==> src/rtl/mux2_rr_arbiter.sv <==
// Two-source round-robin burst arbiter with a registered output stage.
// A grant is held for one burst, which ends on last or after MAX_BURST beats.
module mux2_rr_arbiter #(
  parameter int BITWIDTH  = 8,
  parameter int MAX_BURST = 4
) (
  input  logic                clk,
  input  logic                rst_n,
  input  logic                s1_valid,
  input  logic [BITWIDTH-1:0] s1_data,
  input  logic                s1_last,
  output logic                s1_ready,
  input  logic                s0_valid,
  input  logic [BITWIDTH-1:0] s0_data,
  input  logic                s0_last,
  output logic                s0_ready,
  output logic                m_valid,
  output logic [BITWIDTH-1:0] m_data,
  input  logic                m_ready,
  output logic                sel,
  output logic                busy
);

  typedef enum logic {
    IDLE  = 1'b0,
    GRANT = 1'b1
  } state_t;

  localparam logic [8:0] MAX_B9 = 9'(MAX_BURST);

  state_t                state_q, state_d;
  logic                  sel_q, sel_d;
  logic                  last_served_q, last_served_d;
  logic [7:0]            cnt_q, cnt_d;
  logic                  m_valid_q, m_valid_d;
  logic [BITWIDTH-1:0]   m_data_q, m_data_d;

  logic                  out_free;
  logic                  g_valid;
  logic                  g_last;
  logic [BITWIDTH-1:0]   g_data;
  logic                  xfer;
  logic [8:0]            cnt_inc;
  logic                  burst_end;

  // The output register can take a new beat when empty or being popped.
  assign out_free  = !m_valid_q || m_ready;
  assign g_valid   = sel_q ? s1_valid : s0_valid;
  assign g_last    = sel_q ? s1_last  : s0_last;
  assign g_data    = sel_q ? s1_data  : s0_data;
  assign xfer      = (state_q == GRANT) && g_valid && out_free;
  assign cnt_inc   = {1'b0, cnt_q} + 9'd1;
  assign burst_end = xfer && (g_last || (cnt_inc == MAX_B9));

  always_comb begin
    state_d       = state_q;
    sel_d         = sel_q;
    last_served_d = last_served_q;
    cnt_d         = cnt_q;
    m_valid_d     = m_valid_q;
    m_data_d      = m_data_q;
    s1_ready      = 1'b0;
    s0_ready      = 1'b0;

    if (m_valid_q && m_ready) begin
      m_valid_d = 1'b0;
    end

    unique case (state_q)
      IDLE: begin
        if (s1_valid || s0_valid) begin
          state_d = GRANT;
          cnt_d   = 8'd0;
          // On a tie the source that did not own the previous burst wins.
          if (s1_valid && s0_valid) begin
            sel_d = !last_served_q;
          end else begin
            sel_d = s1_valid;
          end
        end
      end
      GRANT: begin
        s1_ready = sel_q && out_free;
        s0_ready = !sel_q && out_free;
        if (xfer) begin
          m_valid_d = 1'b1;
          m_data_d  = g_data;
          cnt_d     = cnt_inc[8] ? cnt_q : cnt_inc[7:0];
        end
        if (burst_end) begin
          state_d       = IDLE;
          last_served_d = sel_q;
        end
      end
      default: begin
        state_d = IDLE;
      end
    endcase
  end

  always_ff @(posedge clk or negedge rst_n) begin
    if (!rst_n) begin
      state_q       <= IDLE;
      sel_q         <= 1'b0;
      last_served_q <= 1'b1;
      cnt_q         <= 8'd0;
      m_valid_q     <= 1'b0;
      m_data_q      <= '0;
    end else begin
      state_q       <= state_d;
      sel_q         <= sel_d;
      last_served_q <= last_served_d;
      cnt_q         <= cnt_d;
      m_valid_q     <= m_valid_d;
      m_data_q      <= m_data_d;
    end
  end

  assign m_valid = m_valid_q;
  assign m_data  = m_data_q;
  assign sel     = sel_q;
  assign busy    = (state_q == GRANT);

endmodule

==> config.mk <==
export PLATFORM = sky130hd
export DESIGN_NAME = mux2_rr_arbiter
export DESIGN_NICKNAME = d
export VERILOG_FILES = /design/src/rtl/mux2_rr_arbiter.sv
export SDC_FILE = /design/constraint.sdc
export NUM_CORES = 1
export LEC_CHECK = 0
export ABC_AREA = 1
export CAP_MARGIN = 20
export CORE_MARGIN = 4
export CORE_UTILIZATION = 40
export CTS_CLUSTER_DIAMETER = 60
export DETAILED_ROUTE_END_ITERATION = 8
export PLACE_DENSITY = 0.72
export SLEW_MARGIN = 0
export SYNTH_ARGS = -nofsm -noshare
export SYNTH_HDL_FRONTEND = slang
export SYNTH_SLANG_ARGS = --single-unit
==> constraint.sdc <==
create_clock -name clk -period 1.5 [get_ports clk]
set_input_delay 0.225 -clock clk [delete_from_list [all_inputs] [get_ports clk]]
set_output_delay 0.225 -clock clk [all_outputs]
set_load 0.01 [all_outputs]
## Word level (Yosys, flattened, before mapping)

Cells that the tools add are included.

| cells by class | value |
|---|---|
| add/sub/neg operators | 1 |
| equality and inequality tests | 4 |
| multiplexer cells | 16 |
| bitwise operators | 1 |
| reduce and logical (&&, ||, !) cells | 17 |

Operators with widths:

| kind | number |
|---|---|
| two-way mux 8 bit | 4 |
| one-hot mux 8 bit (2 select lines) | 1 |
| two-way mux 1 bit | 10 |
| adder 8 x 1 -> 9 bit (second input constant) | 1 |
| == test 9 x 3 -> 1 bit (second input constant) | 1 |
| logical AND 1 bit | 7 |
| AND reduction 2 bit | 3 |
| != test 2 bit (second input constant) | 2 |
| zero test 1 bit | 3 |
| logical OR 1 bit | 3 |
| AND reduction 3 bit | 1 |
| != test 2 x 1 -> 1 bit (second input constant) | 1 |
| one-hot mux 1 bit (2 select lines) | 1 |
| inverter 1 bit | 1 |

| storage, ports and cells | value |
|---|---|
| register bits after elaboration | 20 |
| bits of input ports | 23 |
| output and inout port bits | 13 |
| logic and storage cells | 45 |

## Depth between registers and ports, before layout

| depth | value |
|---|---|
| word-level depth | 6 |
| mapped depth | 11 |
| depth with buffers taken out | 11 |

## Worst setup path after synthesis

No wires, ideal clock.

| timing path | value |
|---|---|
| path kind | register to register |
| from | register sel_q, in the netlist sel |
| to | register cnt_q[0] |
| library setup time | 0.125 ns |
| data arrival time | 1.383 ns |
| data required time | 1.375 ns |
| slack | -0.008 ns |
| cell stages (with the launch flop) | 9 |
| path buffers | 0 |
| period minus slack after synthesis | 1.508 ns |
| path through | dfrtp_1 inv_2 nand2_1 a211oi_4 nand2_2 nand2_2 inv_2 nand2_1 o21ai_1 |

| on the way | value |
|---|---|
| longest elaborated chain between the ends | 5 |

Ends and longest elaborated chain:

| item | RTL line | RTL |
|---|---|---|
| from (decl) | 32 | `logic sel_q, sel_d;` |
| from (signal assigned) | 111 | `sel_q <= sel_d;` |
| two-way mux 1 bit | 48 | `assign g_valid = sel_q ? s1_valid : s0_valid;` |
| logical AND 1 bit (2 in series) | 51 | `assign xfer = (state_q == GRANT) && g_valid && out_free;` |
| != test 2 x 1 -> 1 bit (no line) | -- |  |
| AND reduction 3 bit (no line) | -- |  |
| to (signal assigned) | 113 | `cnt_q <= cnt_d;` |
| to (decl) | 34 | `logic [7:0] cnt_q, cnt_d;` |

No other way between the ends.
A chain may end at the register's enable or synchronous reset.

## Final worst setup path

| timing path | value |
|---|---|
| from | register cnt_q[0] |
| to | register state_q, in the netlist busy |

| on the way | value |
|---|---|
| longest elaborated chain between the ends | 6 |

Ends and longest elaborated chain:

| item | RTL line | RTL |
|---|---|---|
| adder 8 x 1 -> 9 bit | 52 | `assign cnt_inc = {1'b0, cnt_q} + 9'd1;` |
| == test 9 x 3 -> 1 bit | 53 | `assign burst_end = xfer && (g_last \|\| (cnt_inc == MAX_B9));` |
| logical OR 1 bit | 53 |  |
| logical AND 1 bit | 53 |  |
| two-way mux 1 bit | 90 | `if (burst_end) begin` |
| one-hot mux 1 bit (2 select lines) | 69 | `unique case (state_q)` |
| via state_d | 31 | `state_t state_q, state_d;` |
| to (signal assigned) | 110 | `state_q <= state_d;` |
| to (decl) | 31 |  |

The timed path passes the listed nets, and every way through them passes these cells.

==> impl_metrics.py <==
metrics = {
    "critical_path": {
        "crit_path_frequent_cell": "nand2_1",
        "crit_path_cell_trace": "ha_2, nand2_4, o21ai_1, nand2_1, nor2_2, nand3_2, nand2_2, nand2_2, nand2_1, nand2_1",
        "path_class": "reg2reg",
        "crit_required_ns": 1.70,
        "max_stage_delay_ns": 0.39,
        "crit_fanout": 4,
        "cp_top_family": "simple AND/OR/NAND/NOR gates",
        "crit_arrival_ns": 1.74,
        "critPathBufInv": 0,
        "end_kind": "flop",
        "critical_path.slowest_cell": "dfrtp_1",
        "start_kind": "flop",
    },
    "run": {
        "maxCapViolations": 0,
    },
    "placed_design": {
        "pre_cts_slack_ns": -0.291,
        "place_inst": 217,
        "dp_hpwl_um": 2290,
        "place_congestion": 0.881,
        "port_buffers": 35,
    },
    "sta": {
        "min_period_ns": 1.53,
        "clock_skew_ns": 0.00209,
        "slew_headroom_pct": 81.7,
        "final.setup.tns_ns": -0.0346,
        "rsz0062_at_grt": "true",
        "hold_violations": 0,
        "worst_slack_ns": -0.0346,
        "timing.hold.ws_ns": 0.143,
        "slew_viol_final": 0,
        "period_share_pct": 102,
        "finalSetupViolations": 1,
        "worst_slew_pin_slew_ns": 0.274,
        "clock.fmax_ghz": 0.652,
    },
    "grt": {
        "top_usage_layer": "met2",
        "grt_usage_pct": 18.3,
        "use_met2_pct": 29.5,
        "grt_max_degree": 17,
        "grt_pass1_wl_um": 4950,
        "grt_pass1_vias": 1175,
        "use_met1_pct": 22.2,
        "met3_usage_pct": 5.40,
        "antenna_found_initial": 0,
        "grt_overflow": 0,
    },
    "die": {
        "ioPinCount": 36,
        "die_y_um": 59.9,
        "die_area_um2": 3590,
        "core-area_um2": 2520,
        "start_util_pct": 42.7,
        "rows": 18,
        "fp.dieW_um": 59.9,
    },
    "pwr": {
        "pwr-share-clk_pct": 10.3,
        "p_sw_share_pct": 40.6,
        "combPwrFrac_pct": 58.9,
        "p_seq_share_pct": 30.9,
        "leakage_nw": 0.861,
        "p_sw_mw": 1.27,
        "vdd_ir_drop_max_uv": 1280,
        "internal_power_mw": 1.86,
        "powerDensity_nw_per_um2": 1760,
    },
    "logic_synthesis": {
        "ys_ff_latch": 20,
        "ys_seq_area_share_pct": 46.6,
        "synth_edf_count": 0,
        "synth_area_leaders": "dfrtp_1 44%, nand2_1 15%, nand3_1 7.4%",
        "yosysUniqueCellTypes": 22,
        "yosysTopAreaCellShare_pct": 44.1,
        "synth_area_per_cell_um2": 7.64,
        "ys_top_cells_by_count": "43 x nand2_1, 19 x dfrtp_1, 17 x nor2_1",
        "synth_xor_xnor_area_share_pct": 0,
        "synth_cells": 141,
        "synthMuxAreaShare_pct": 0.929,
        "synth_nets": 166,
        "synth_top_family_by_area": "simple AND/OR/NAND/NOR gates",
        "ys_async_sr_fraction_pct": 100,
        "syn-cell-area_um2": 1080,
        "yosysWarnings": 0,
        "synthSimpleGateAreaFrac_pct": 31.6,
        "synth_compound_area_share_pct": 12.0,
        "yosysMostFrequentCell": "nand2_1",
        "synthAdderAreaFrac_pct": 2.32,
        "synth_area_leader_cell": "dfrtp_1",
        "synthFlopType": "dfrtp_1",
    },
    "clock_tree": {
        "path_clk_slew_ns": 0.12,
        "h-tree-depth": 1,
        "tritoncts": "built",
        "holdBufCountCts": 0,
        "cts_buffers": 3,
        "cts_root_buf": "clkbuf_4",
        "cts_num_sinks": 20,
        "cts_buffer_depth": 2,
        "clock_latency_ns": 0.30,
    },
    "layout": {
        "drive_above_1_share_pct": 28.2,
        "nets": 228,
        "final_cells": 232,
        "final_core_util_pct": 70.4,
        "diodes": 0,
        "area_growth_pct": 64.9,
    },
    "min_path": {
        "hp-class": "in2async",
    },
    "status": {
        "status": "finished, violations left",
        "violations": "setup timing",
    },
    "route": {
        "routed_wirelength_um": 3140,
        "first_iter_violations": 49,
        "first_pass_iters": 4,
        "ant_nets": 0,
        "drcViolationCount": 0,
        "detail_route.wl_per_cell_um": 13.5,
        "viasPerCell": 5.08,
        "vias": 1178,
    },
}
worst paths after layout:
check / cells past startpoint / to / from / slack [ns]
setup / recovery: 10 / busy$_DFF_PN0_ / cnt_q[0]$_DFFE_PN0P_ / -0.03
hold / removal: 1 / busy$_DFF_PN0_ / rst_n / 0.14
setup reg to reg: 10 / busy$_DFF_PN0_ / cnt_q[0]$_DFFE_PN0P_ / -0.03
hold reg to reg: 2 / last_served_q$_DFFE_PN1P_ / last_served_q$_DFFE_PN1P_ / 0.49
max in group asynchronous: 2 / m_data[1]$_DFFE_PN0P_ / rst_n / 0.95
min in group clk: 3 / m_data[7]$_DFFE_PN0P_ / s0_data[7] / 0.47
layout by cell type, fill, tap and decap left out, drive strengths merged, types with 4 or more instances in the layout:
cell type	instances
dlymetal6s2s	7
o21ai	9
clkbuf	4
nand2	45
a31oi	8
inv	13
clkdlybuf4s50	25
nand3	16
buf	27
nor2	17
dfrtp	19
state kept, by name, summed over array words and instances (netlist names):
signal	flops
sel	1
busy	1
m_valid	1
cnt_q	8
m_data	8
last_served_q	1
power groups by stage:
stage          registers [mW]  clock network, mW  logic [mW]
2_1_floorplan            1.02                  0       0.741
3_3_place_gp            0.947                  0        1.49
3_5_place_dp            0.954                  0        1.55
4_1_cts                 0.954              0.325        1.62
5_1_grt                  1.00              0.359        2.04
6_report                0.966              0.322        1.84
per-layer routing:
metal  vias to the layer above  wire length, um
met5                         -                0
met4                         0               70
met3                        10              243
met2                        49             1480
met1                       535             1350
li1                        584                -
per-stage QoR:
| step | cell area (um2) | power, mW |
|---|---|---|
| 2_1_floorplan | 1080 | 1.76 |
| 3_3_place_gp | 1550 | 2.44 |
| 3_5_place_dp | 1550 | 2.50 |
| 4_1_cts | 1640 | 2.90 |
| 5_1_grt | 1780 | 3.40 |
| 6_report | 1780 | 3.13 |
logic make-up (layout without fill, tap and decap cells):
| kind of cell | after synthesis | after routing |
|---|---|---|
| and+or+nand+nor | 82 | 82 |
| AOI/OAI and AO/OA | 20 | 20 |
| muxes | 1 | 1 |
| DFF | 20 | 20 |
| buffers and inverters | 16 | 77 |
| adders and majority gates | 2 | 2 |
repair_timing:
action                                 CTS  global route
cloned                                   0             1
endpoints found under the hold margin    0             0
gates resized for setup                 17            33
setup endpoints to repair               15            28
pin swaps                                8            14
buffers inserted                         3             7
area by class of cell:
class | instances | area, um2
fillers | 203 | 746
flip-flops and latches | 20 | 503
clock buffers | 4 | 36.3
multi-input cells | 105 | 586
inverters | 13 | 51.3
well taps | 30 | 37.5
repair buffers | 60 | 563
Power figures use the tool's default switching activity.
==> patch 1: new RTL, config.mk and constraints unchanged <==
The parameter `BITWIDTH` goes from 8 to 10.
--- a/src/rtl/mux2_rr_arbiter.sv
+++ b/src/rtl/mux2_rr_arbiter.sv
@@ -2,5 +2,5 @@
 // A grant is held for one burst, which ends on last or after MAX_BURST beats.
 module mux2_rr_arbiter #(
-  parameter int BITWIDTH  = 8,
+  parameter int BITWIDTH  = 10,
   parameter int MAX_BURST = 4
 ) (
Ports: changed (resized m_data, s0_data and s1_data); port bits go from 36 to 42. The function was not compared with the original's and may differ.
==> patch 1 against the original RTL <==
  * Sequential share of layout area fell by 1.0 points
  * Clock skew increased by 3.5 ps
  * Cell area is 14% higher
  * Wire length increased by 5.6%
  * Synthesized area grew 14%
  * Via count is 5.9% higher
  * Die area increased by 12%
  * Power increased by 15%
  * Setup slack improved by 57 ps
  * Sequential cell count rose by 2
  * Clock power up 2%
  * Largest cell class is now non-clock buffers
  * Highest routed layer unchanged
==> patch 1: results (changes against the original RTL) <==
Outcome
  – Outcome: finished clean

Route
  – Drt pass-1 iters: 6 (+2)
  – WL/cell: 13.05 um (-3.5%)
  – Vias per cell: 4.909 (-3.3%)
  – Initial DRC count: 57 (+16%)
  – Final ANT Viol Nets: 0 (unchanged)

Power
  – Peak supply drop: 1027 uV (-20%)
  – Leakage: 0.0009755 uW (+13%)

Global route
  – Gr usage total: 17.22% (-1.0 points)
  – First-pass GRT wire length: 5561 um (+12%)
  – Initial antenna violation count: 0 (unchanged)
  – Vias in the first global route: 1270 (+8.1%)
  – Largest net degree at the start of global routing: 23 (+6)

Final layout
  – Max FFs per register: 10
  – Share of layout cells above drive strength 1: 32.29% (+4.1 points)
  – Diode count: 0 (unchanged)
  – Fin nets: 253 (+11%)

Logic synthesis
  – Syn Nets: 182 (+9.6%)
  – Post-synth top cells: 45 x nand2_1, 21 x dfrtp_1, 17 x nand3_1
  – Seq/Total Area, Yosys: 45.00% (-1.6 points)
  – Synth Flop Type: dfrtp_1
  – Ys async rst share: 100.0% (unchanged)
  – Synth area leaders: dfrtp_1 43%, nand2_1 14%, nand3_1 6.9%, nor2_1 4.6%, a31oi_2 4.1%
  – Synth cell types: 27 (+23%)
  – Synth warn: 0 (unchanged)

Place
  – Placed inst area: 0.001765 mm^2 (+14%)
  – Port bufs: 41 (+17%)
  – Placer Congestion: 0.8275 (-6.1%)
  – DP HPWL: 2365 um (+3.5%)

Setup path
  – CP arrival: 1250 ps (-490 ps)
  – CP Max Fanout: 2 (-2)
  – Max incr delay on CP: 550 ps (+160 ps)
  – Cell family with most CP delay: buffers and inverters
  – Slowest-stage cell, CP: clkdlybuf4s50_1

Clocking
  – CTS Buf Count: 3 (unchanged)
  – Htree depth: 1 (unchanged)
  – Clk slew on worst S/H paths: 130 ps
  – Worst-skew pair later-pin latency: 300 ps (about the same)
  – Clk root buf: clkbuf_4
  – Max clock buf depth: 2 (unchanged)

Hold path
  – Worst min path class: in2async

STA
  – Clock skew: 5.585 ps (+3.498 ps)
  – Max_slew headroom: 80.29% (-1.4 points)
patch 1: cell types whose count changed after synthesis, sizes merged, moves of 2 or more:
cell / before / now
dfrtp: 19 / 21
nand2: 45 / 47
a31oi: 8 / 10
buf: 2 / 4
nor2: 17 / 19
nand3: 16 / 18
patch 1: what timing repair did:
item / CTS / global route
gates resized for setup: 17 / 39
pin swaps: 1 / 16
gates cloned: 0 / 1
buffers inserted: 5 / 7
endpoints found under the setup margin: 19 / 31
patch 1: area by class of cell:
type	instances	area (um^2)
clock buffer	4	36.28
timing repair buffer	72	681.9
tap	31	38.79
multi-input combinational	113	675.6
inverter	12	45.04
sequential	22	554.3
fill	210	820.8
patch 1: logic make-up (layout without fill, tap and decap cells):
logic type                 Yosys count  after routing  share of synthesized area, %
AOI/OAI and AO/OA                   22             22                         13.16
adders and majority gates            2              2                         2.040
buffers and inverters               18             88                         7.959
DFF                                 22             22                         45.00
muxes                                1              1                        0.8164
and+or+nand+nor                     88             88                         31.02
patch 1: metal layers:
metal / vias to the layer above / track usage [%] / share of wire [%]
met4: 0 / 7.278 / 1.1
met3: 4 / 5.861 / 7.3
met2: 37 / 28.29 / 48
li1: 644 / - / -
met1: 562 / 20.36 / 43
met5: - / 0 / 0
patch 1: power by group:
| part | leakage [uW] | internal [uW] | switching, uW |
|---|---|---|---|
| Combinational | 0.000692 | 1120 | 1090 |
| Sequential | 0.000262 | 863 | 194 |
| Clock | 0.0000210 | 148 | 179 |
patch 1: worst paths after layout:
path,startpoint,end,slack (ps),cells after the start
setup / recovery,m_data[4]$_DFFE_PN0P_,m_data[4],20,1
hold / removal,rst_n,cnt_q[0]$_DFFE_PN0P_,270,2
setup reg to reg,cnt_q[1]$_DFFE_PN0P_,busy$_DFF_PN0_,30,11
hold reg to reg,last_served_q$_DFFE_PN1P_,last_served_q$_DFFE_PN1P_,470,2
max in group asynchronous,rst_n,last_served_q$_DFFE_PN1P_,950,2
min in group clk,last_served_q$_DFFE_PN1P_,last_served_q$_DFFE_PN1P_,470,2
patch 1: through the flow:
stage | setup slack [ps] | power [uW] | hold WS, ps | utilization (%) | std cells
after global routing | -85.61 | 3895 | 282.7 | 71.23 | 254
after floorplan | 79.17 | 2068 | -70.59 | - | 153
after CTS | 2.894 | 3310 | 269.7 | 64.91 | 246
after global placement | -215.9 | 2850 | 456.2 | 61.89 | 237
final | 22.55 | 3594 | 267.9 | 71.23 | 254
after detailed placement | -264.9 | 2896 | 455.2 | 61.89 | 237
